File: config.mk
export PLATFORM = sky130hd
export DESIGN_NAME = spiflash_fetch_arbiter
export DESIGN_NICKNAME = d
export VERILOG_FILES = /design/src/rtl/spiflash_fetch_arbiter.sv
export SDC_FILE = /design/constraint.sdc
export NUM_CORES = 1
export LEC_CHECK = 0
export CORE_UTILIZATION = 35
export DETAILED_ROUTE_END_ITERATION = 16
export GPL_TIMING_DRIVEN = 0
export PLACE_DENSITY = 0.57
export REMOVE_ABC_BUFFERS = 1
export SYNTH_ARGS = -nofsm -noshare
export SYNTH_HDL_FRONTEND = slang
export SYNTH_SLANG_ARGS = --single-unit
export TNS_END_PERCENT = 1
File: constraint.sdc
create_clock -name clk -period 4.37 [get_ports clk]
set_input_delay 0.437 -clock clk [delete_from_list [all_inputs] [get_ports clk]]
set_output_delay 0.437 -clock clk [all_outputs]
set_load 0.05 [all_outputs]
File: src/rtl/spiflash_fetch_arbiter.sv
// Two-port read arbiter for a SPI NOR flash (READ 0x03, mode 0).
// Non-sequential reads issue the full command; sequential reads stream one more byte with CS held low.
module spiflash_fetch_arbiter #(
  parameter int AW          = 12,
  parameter int HALF_PERIOD = 2,
  parameter int CS_GAP      = 1
) (
  input  logic          clk,
  input  logic          rst_n,
  input  logic          double_speed,
  input  logic          flush,
  input  logic          req0,
  input  logic [AW-1:0] addr0,
  output logic          ack0,
  input  logic          req1,
  input  logic [AW-1:0] addr1,
  output logic          ack1,
  output logic [7:0]    rdata,
  output logic          busy,
  output logic          spi_cs_n,
  output logic          spi_sclk,
  output logic          spi_mosi,
  input  logic          spi_miso
);

  typedef enum logic [2:0] {IDLE, GAP, CMD, DATA, DONE} state_e;

  state_e        state_q, state_d;
  logic          cs_n_q, cs_n_d;
  logic          sclk_q, sclk_d;
  logic          mosi_q, mosi_d;
  logic [7:0]    rdata_q, rdata_d;
  logic          stream_valid_q, stream_valid_d;
  logic          last_grant_q, last_grant_d;
  logic [AW-1:0] last_addr_q, last_addr_d;
  logic [AW-1:0] addr_q, addr_d;
  logic          port_q, port_d;
  logic          fast_q, fast_d;
  logic          flush_pend_q, flush_pend_d;
  logic [31:0]   cmd_q, cmd_d;
  logic [7:0]    rx_q, rx_d;
  logic [15:0]   cnt_q, cnt_d;
  logic [4:0]    bit_q, bit_d;

  logic          sel;
  logic [AW-1:0] sel_addr;
  logic          seq;
  logic          half_last;

  always_ff @(posedge clk) begin
    if (!rst_n) begin
      state_q        <= IDLE;
      cs_n_q         <= 1'b1;
      sclk_q         <= 1'b0;
      mosi_q         <= 1'b0;
      rdata_q        <= '0;
      stream_valid_q <= 1'b0;
      last_grant_q   <= 1'b1;
      last_addr_q    <= '0;
      addr_q         <= '0;
      port_q         <= 1'b0;
      fast_q         <= 1'b0;
      flush_pend_q   <= 1'b0;
      cmd_q          <= '0;
      rx_q           <= '0;
      cnt_q          <= '0;
      bit_q          <= '0;
    end else begin
      state_q        <= state_d;
      cs_n_q         <= cs_n_d;
      sclk_q         <= sclk_d;
      mosi_q         <= mosi_d;
      rdata_q        <= rdata_d;
      stream_valid_q <= stream_valid_d;
      last_grant_q   <= last_grant_d;
      last_addr_q    <= last_addr_d;
      addr_q         <= addr_d;
      port_q         <= port_d;
      fast_q         <= fast_d;
      flush_pend_q   <= flush_pend_d;
      cmd_q          <= cmd_d;
      rx_q           <= rx_d;
      cnt_q          <= cnt_d;
      bit_q          <= bit_d;
    end
  end

  always_comb begin
    state_d        = state_q;
    cs_n_d         = cs_n_q;
    sclk_d         = sclk_q;
    mosi_d         = mosi_q;
    rdata_d        = rdata_q;
    stream_valid_d = stream_valid_q;
    last_grant_d   = last_grant_q;
    last_addr_d    = last_addr_q;
    addr_d         = addr_q;
    port_d         = port_q;
    fast_d         = fast_q;
    flush_pend_d   = flush_pend_q;
    cmd_d          = cmd_q;
    rx_d           = rx_q;
    cnt_d          = cnt_q;
    bit_d          = bit_q;

    sel       = (req0 && req1) ? ~last_grant_q : req1;
    sel_addr  = sel ? addr1 : addr0;
    // The extra top bit keeps all-ones + 1 from wrapping onto address 0.
    seq       = stream_valid_q && !flush && !cs_n_q &&
                ({1'b0, sel_addr} == ({1'b0, last_addr_q} + (AW+1)'(1)));
    half_last = fast_q || (cnt_q == 16'(HALF_PERIOD - 1));

    case (state_q)
      IDLE: begin
        if (flush) cs_n_d = 1'b1;
        if (req0 || req1) begin
          port_d       = sel;
          addr_d       = sel_addr;
          fast_d       = double_speed;
          flush_pend_d = 1'b0;
          cnt_d        = '0;
          bit_d        = '0;
          cmd_d        = {8'h03, 24'(sel_addr)};
          sclk_d       = 1'b0;
          if (seq) begin
            state_d = DATA;
            mosi_d  = 1'b0;
          end else begin
            state_d = GAP;
            cs_n_d  = 1'b1;
          end
        end
      end
      GAP: begin
        cnt_d = cnt_q + 16'd1;
        if (cnt_q == 16'(CS_GAP - 1)) begin
          state_d = CMD;
          cs_n_d  = 1'b0;
          cnt_d   = '0;
          mosi_d  = cmd_q[31];
          cmd_d   = {cmd_q[30:0], 1'b0};
        end
      end
      CMD, DATA: begin
        if (!half_last) begin
          cnt_d = cnt_q + 16'd1;
        end else begin
          cnt_d = '0;
          if (!sclk_q) begin
            sclk_d = 1'b1;
            if (state_q == DATA) rx_d = {rx_q[6:0], spi_miso};
          end else begin
            sclk_d = 1'b0;
            bit_d  = bit_q + 5'd1;
            if (state_q == CMD) begin
              if (bit_q == 5'd31) begin
                state_d = DATA;
                bit_d   = '0;
                mosi_d  = 1'b0;
              end else begin
                mosi_d = cmd_q[31];
                cmd_d  = {cmd_q[30:0], 1'b0};
              end
            end else if (bit_q == 5'd7) begin
              state_d = DONE;
              rdata_d = rx_q;
            end
          end
        end
      end
      DONE: begin
        state_d        = IDLE;
        last_addr_d    = addr_q;
        last_grant_d   = port_q;
        stream_valid_d = !flush_pend_q;
        flush_pend_d   = 1'b0;
      end
      default: state_d = IDLE;
    endcase

    // A flush seen mid-transaction must also outlive the DONE that would re-arm streaming.
    if (flush) begin
      stream_valid_d = 1'b0;
      if (state_q != IDLE && state_q != DONE) flush_pend_d = 1'b1;
    end
  end

  assign ack0     = (state_q == DONE) && !port_q;
  assign ack1     = (state_q == DONE) &&  port_q;
  assign rdata    = rdata_q;
  assign busy     = (state_q != IDLE);
  assign spi_cs_n = cs_n_q;
  assign spi_sclk = sclk_q;
  assign spi_mosi = mosi_q;

endmodule

==> impl_metrics.toml, run 1 <==
[outcome]
outcome = "completed"

[hold_path]
worstHoldPathType = "reg -> reg"

[timing]
rsz0062_at_grt = "false"
worst_slack_ns = 1.02
fin_skew_ns = 0.00608
fin_crit_sh_pct = 76.6
relSlewSlack_pct = 20.7
setup_viol = 0
hold_viol = 0
fin_setup_tns_ns = 0
fmax_mhz = 299
drv_slew = 0
fin_crit_ns = 3.35
tightest_slew_ns = 1.18

[logic_synthesis]
syn_inst = 565
synth_ff_type = "dfxtp_1"
avgSynthCellArea_um2 = 8.39
ys_seq_area_share_pct = 43.9
ys_warn_count = 0
syn-cell-area_um2 = 4740
async_reset_ff_share_pct = 0
synthDistinctLibCells = 49
synth_seq_cells = 104
synth_edf_count = 0

[finish]
syn2layout_area_growth_pct = 19.4
stdcell_area_um2 = 5660
n_antenna_cell = 0
fin_util_pct = 42.7
fin_nets = 631
layout-drive-gt1-share_pct = 6.01

[floorplanning]
die_height_um = 118
core_area_um2 = 13200
rows = 42
die_x_um = 118
io_pins = 45
start_util_pct = 35.8
die_area_um2 = 14000

[detailed_routing]
ant_nets = 0
met3_wirelength_um = 355
drt_iter0_drc = 184
vias = 3970
drcViolationCount = 0
post_drt_wl_per_cell_um = 13.7
drt-pass1-iter-count = 4
via_per_inst = 5.12
finalWirelength_um = 10600
met2WireLength_um = 4590
highest_layer = "met4"
drt-met1-wl_um = 5490

[setup_path]
startpoint_type = "primary input"
endpoint_kind = "register"
crit_fanout = 13
arrival_ns = 3.58
worst-path-buf-inv = 1
setup.worst_path.class = "in -> reg"
worst_path_max_delay_cell = "a21boi_4"
cp_cell_sequence = "clkdlybuf4s50_1 > a21boi_4 > mux2i_1 > xnor3_1 > nor2_1 > nand4_1 > or4_1 > a211o_1"
critPathTopFamily = "compound AO/OA/AOI/OAI gates"
worstPathRequired_ns = 4.60
cp_slowest_stage_delay_ns = 0.65

[place]
io_buffers = 44
hpwl_um = 7300
place_area_um2 = 5340
pre_cts_slack_ns = 0.668
globalplace.congestion = 0.762

[clock_network]
cts_hold_buf = 0
post-cts-setup-buffers = 0
clock_path_buffers = 2
cts_made_buffers = 9
cts_root_buf = "clkbuf_16"
cts_resized = 0
cts_num_sinks = 104
htree_num_levels = 3
clk_pin_slew_ns = 0.07
cts_tree = "built"
clk-insertion-delay-late_ns = 0.34

[power]
ir_drop_mv = 0.230
power_mw = 2.88
power.leakage_nw = 1.99
p_per_area_nw_per_um2 = 509

[job]
cap_violations = 0

[grt]
antenna_found_initial = 0
grt_max_degree = 54
grt_pass1_vias = 3627
groute.usage.overall_pct = 16.0
grt-ovfl-total = 0
grt_pass1_wl_um = 18000
==> where the power goes <==
| group | leakage [nW] | total, mW | switching (mW) | internal, mW |
|---|---|---|---|---|
| Clock | 0.155 | 0.838 | 0.347 | 0.491 |
| Sequential | 0.845 | 1.18 | 0.0960 | 1.08 |
| Combinational | 0.993 | 0.865 | 0.567 | 0.297 |
==> cells in the mapped netlist (5+ instances only) <==
cell type,instances,share of area [%]
ha_1,6,1.6
xor2_1,15,2.8
clkbuf_1,28,2.2
o211ai_1,12,1.9
a21oi_1,59,6.2
mux2i_1,27,5.7
nand3_1,31,3.3
inv_1,7,0.55
o21ai_0,12,1.3
nand4_1,9,1.2
nor2_1,61,4.8
xnor2_1,13,2.4
dfxtp_1,104,44
nor2b_1,5,0.66
and3_1,9,1.2
nand2_1,94,7.4
nor3_1,11,1.2
a211oi_1,11,1.7
==> per-stage QoR <==
stage	hold WS [ns]	cells
after floorplan	0.422	535
after global placement	0.436	755
after detailed placement	0.442	759
after CTS	0.450	775
after global routing	0.466	775
final	0.446	775
==> layout make-up <==
| class | count | area [um2] |
|---|---|---|
| Clock buffer | 12 | 267 |
| Fill cell | 1328 | 7590 |
| Timing Repair Buffer | 48 | 498 |
| Clock inverter | 4 | 51.3 |
| Tap cell | 176 | 220 |
| Inverter | 7 | 26.3 |
| Multi-Input combinational cell | 424 | 2510 |
| Sequential cell | 104 | 2080 |
==> registers in the layout, indices dropped and copies added, names as in the netlist, 3 cells and up <==
| signal | cells |
|---|---|
| cmd_q | 32 |
| rx_q | 8 |
| cnt_q | 16 |
| bit_q | 5 |
| last_addr_q | 12 |
| rdata | 8 |
| addr_q | 12 |
| state_q | 3 |
==> cells by family (layout without fill, tap and decap cells) <==
family,count (synthesis),count (layout),synth area share (%)
DFF,104,104,43.9
AOI/OAI and AO/OA,118,118,15.4
muxes,32,32,7.34
buffers and inverters,37,71,3.27
and+or+nand+nor,239,239,22.8
xor gates and xnor gates,29,29,5.65
adders and majority gates,6,6,1.58
==> worst reg2reg max path: stages (launching register included) <==
cell and delay [ns]:
dfxtp_1 0.34, a21boi_4 0.60, mux2i_1 0.51, xnor3_1 0.41
nor2_1 0.10, nand4_1 0.12, or4_1 0.46, a211o_1 0.31
==> cells in the final DEF (no fill, tap or decap), types with 2 or more instances in the layout <==
| cell | n |
|---|---|
| a21oi_1 | 59 |
| nand2b_1 | 3 |
| and2_1 | 3 |
| dfxtp_1 | 104 |
| o211ai_1 | 12 |
| nor4_1 | 4 |
| a211o_1 | 2 |
| and4_1 | 2 |
| and4_2 | 2 |
| a211oi_1 | 11 |
| nor4_2 | 2 |
| o21a_1 | 3 |
| inv_1 | 6 |
| mux2i_1 | 27 |
| nor2b_1 | 4 |
| clkbuf_8 | 3 |
| nand4_1 | 9 |
| clkbuf_16 | 9 |
| a21boi_0 | 2 |
| xnor2_1 | 13 |
| nor2_1 | 60 |
| nor3_1 | 10 |
| ha_1 | 6 |
| and3_1 | 9 |
| mux2i_2 | 4 |
| nand2_1 | 94 |
| clkdlybuf4s50_1 | 44 |
| buf_6 | 2 |
| nand3_1 | 31 |
| a31oi_1 | 3 |
| o41ai_1 | 2 |
| o21ai_0 | 12 |
| xor2_1 | 15 |
==> layer usage <==
layer  vias up  global-route usage [%]
li1       2043                       -
met1      1857                    22.6
met2        61                    24.0
met3         9                    2.75
met4         0                    6.65
met5         -                       0
==> final timing paths <==
| path | from | endpoint | slack (ns) | cells past startpoint |
|---|---|---|---|---|
| setup / recovery | req1 | spi_cs_n | 1.02 | 8 |
| hold / removal | cmd_q[31] | cmd_q[31] | 0.45 | 2 |
| setup reg to reg | last_grant_q | spi_cs_n | 1.40 | 7 |
| hold reg to reg | cmd_q[31] | cmd_q[31] | 0.45 | 2 |
(Power assumes the default switching activity.)
==> run 2, diff against run 1 <==
==> constraint.sdc (replaced) <==
create_clock -name clk -period 3.4 [get_ports clk]
set_input_delay 0.34 -clock clk [delete_from_list [all_inputs] [get_ports clk]]
set_output_delay 0.34 -clock clk [all_outputs]
set_load 0.05 [all_outputs]
==> results of run 2 <==
The final DEF is identical to that of run 1. Status: completed.
Main changes from that run: setup slack after placement 0.668 ns -> -0.205 ns; setup slack after layout 1.02 ns -> 0.148 ns; register-to-register setup slack 1.40 ns -> 0.43 ns; total power 2.88 mW -> 3.70 mW; worst IR drop on VDD 0.230 mV -> 0.296 mV
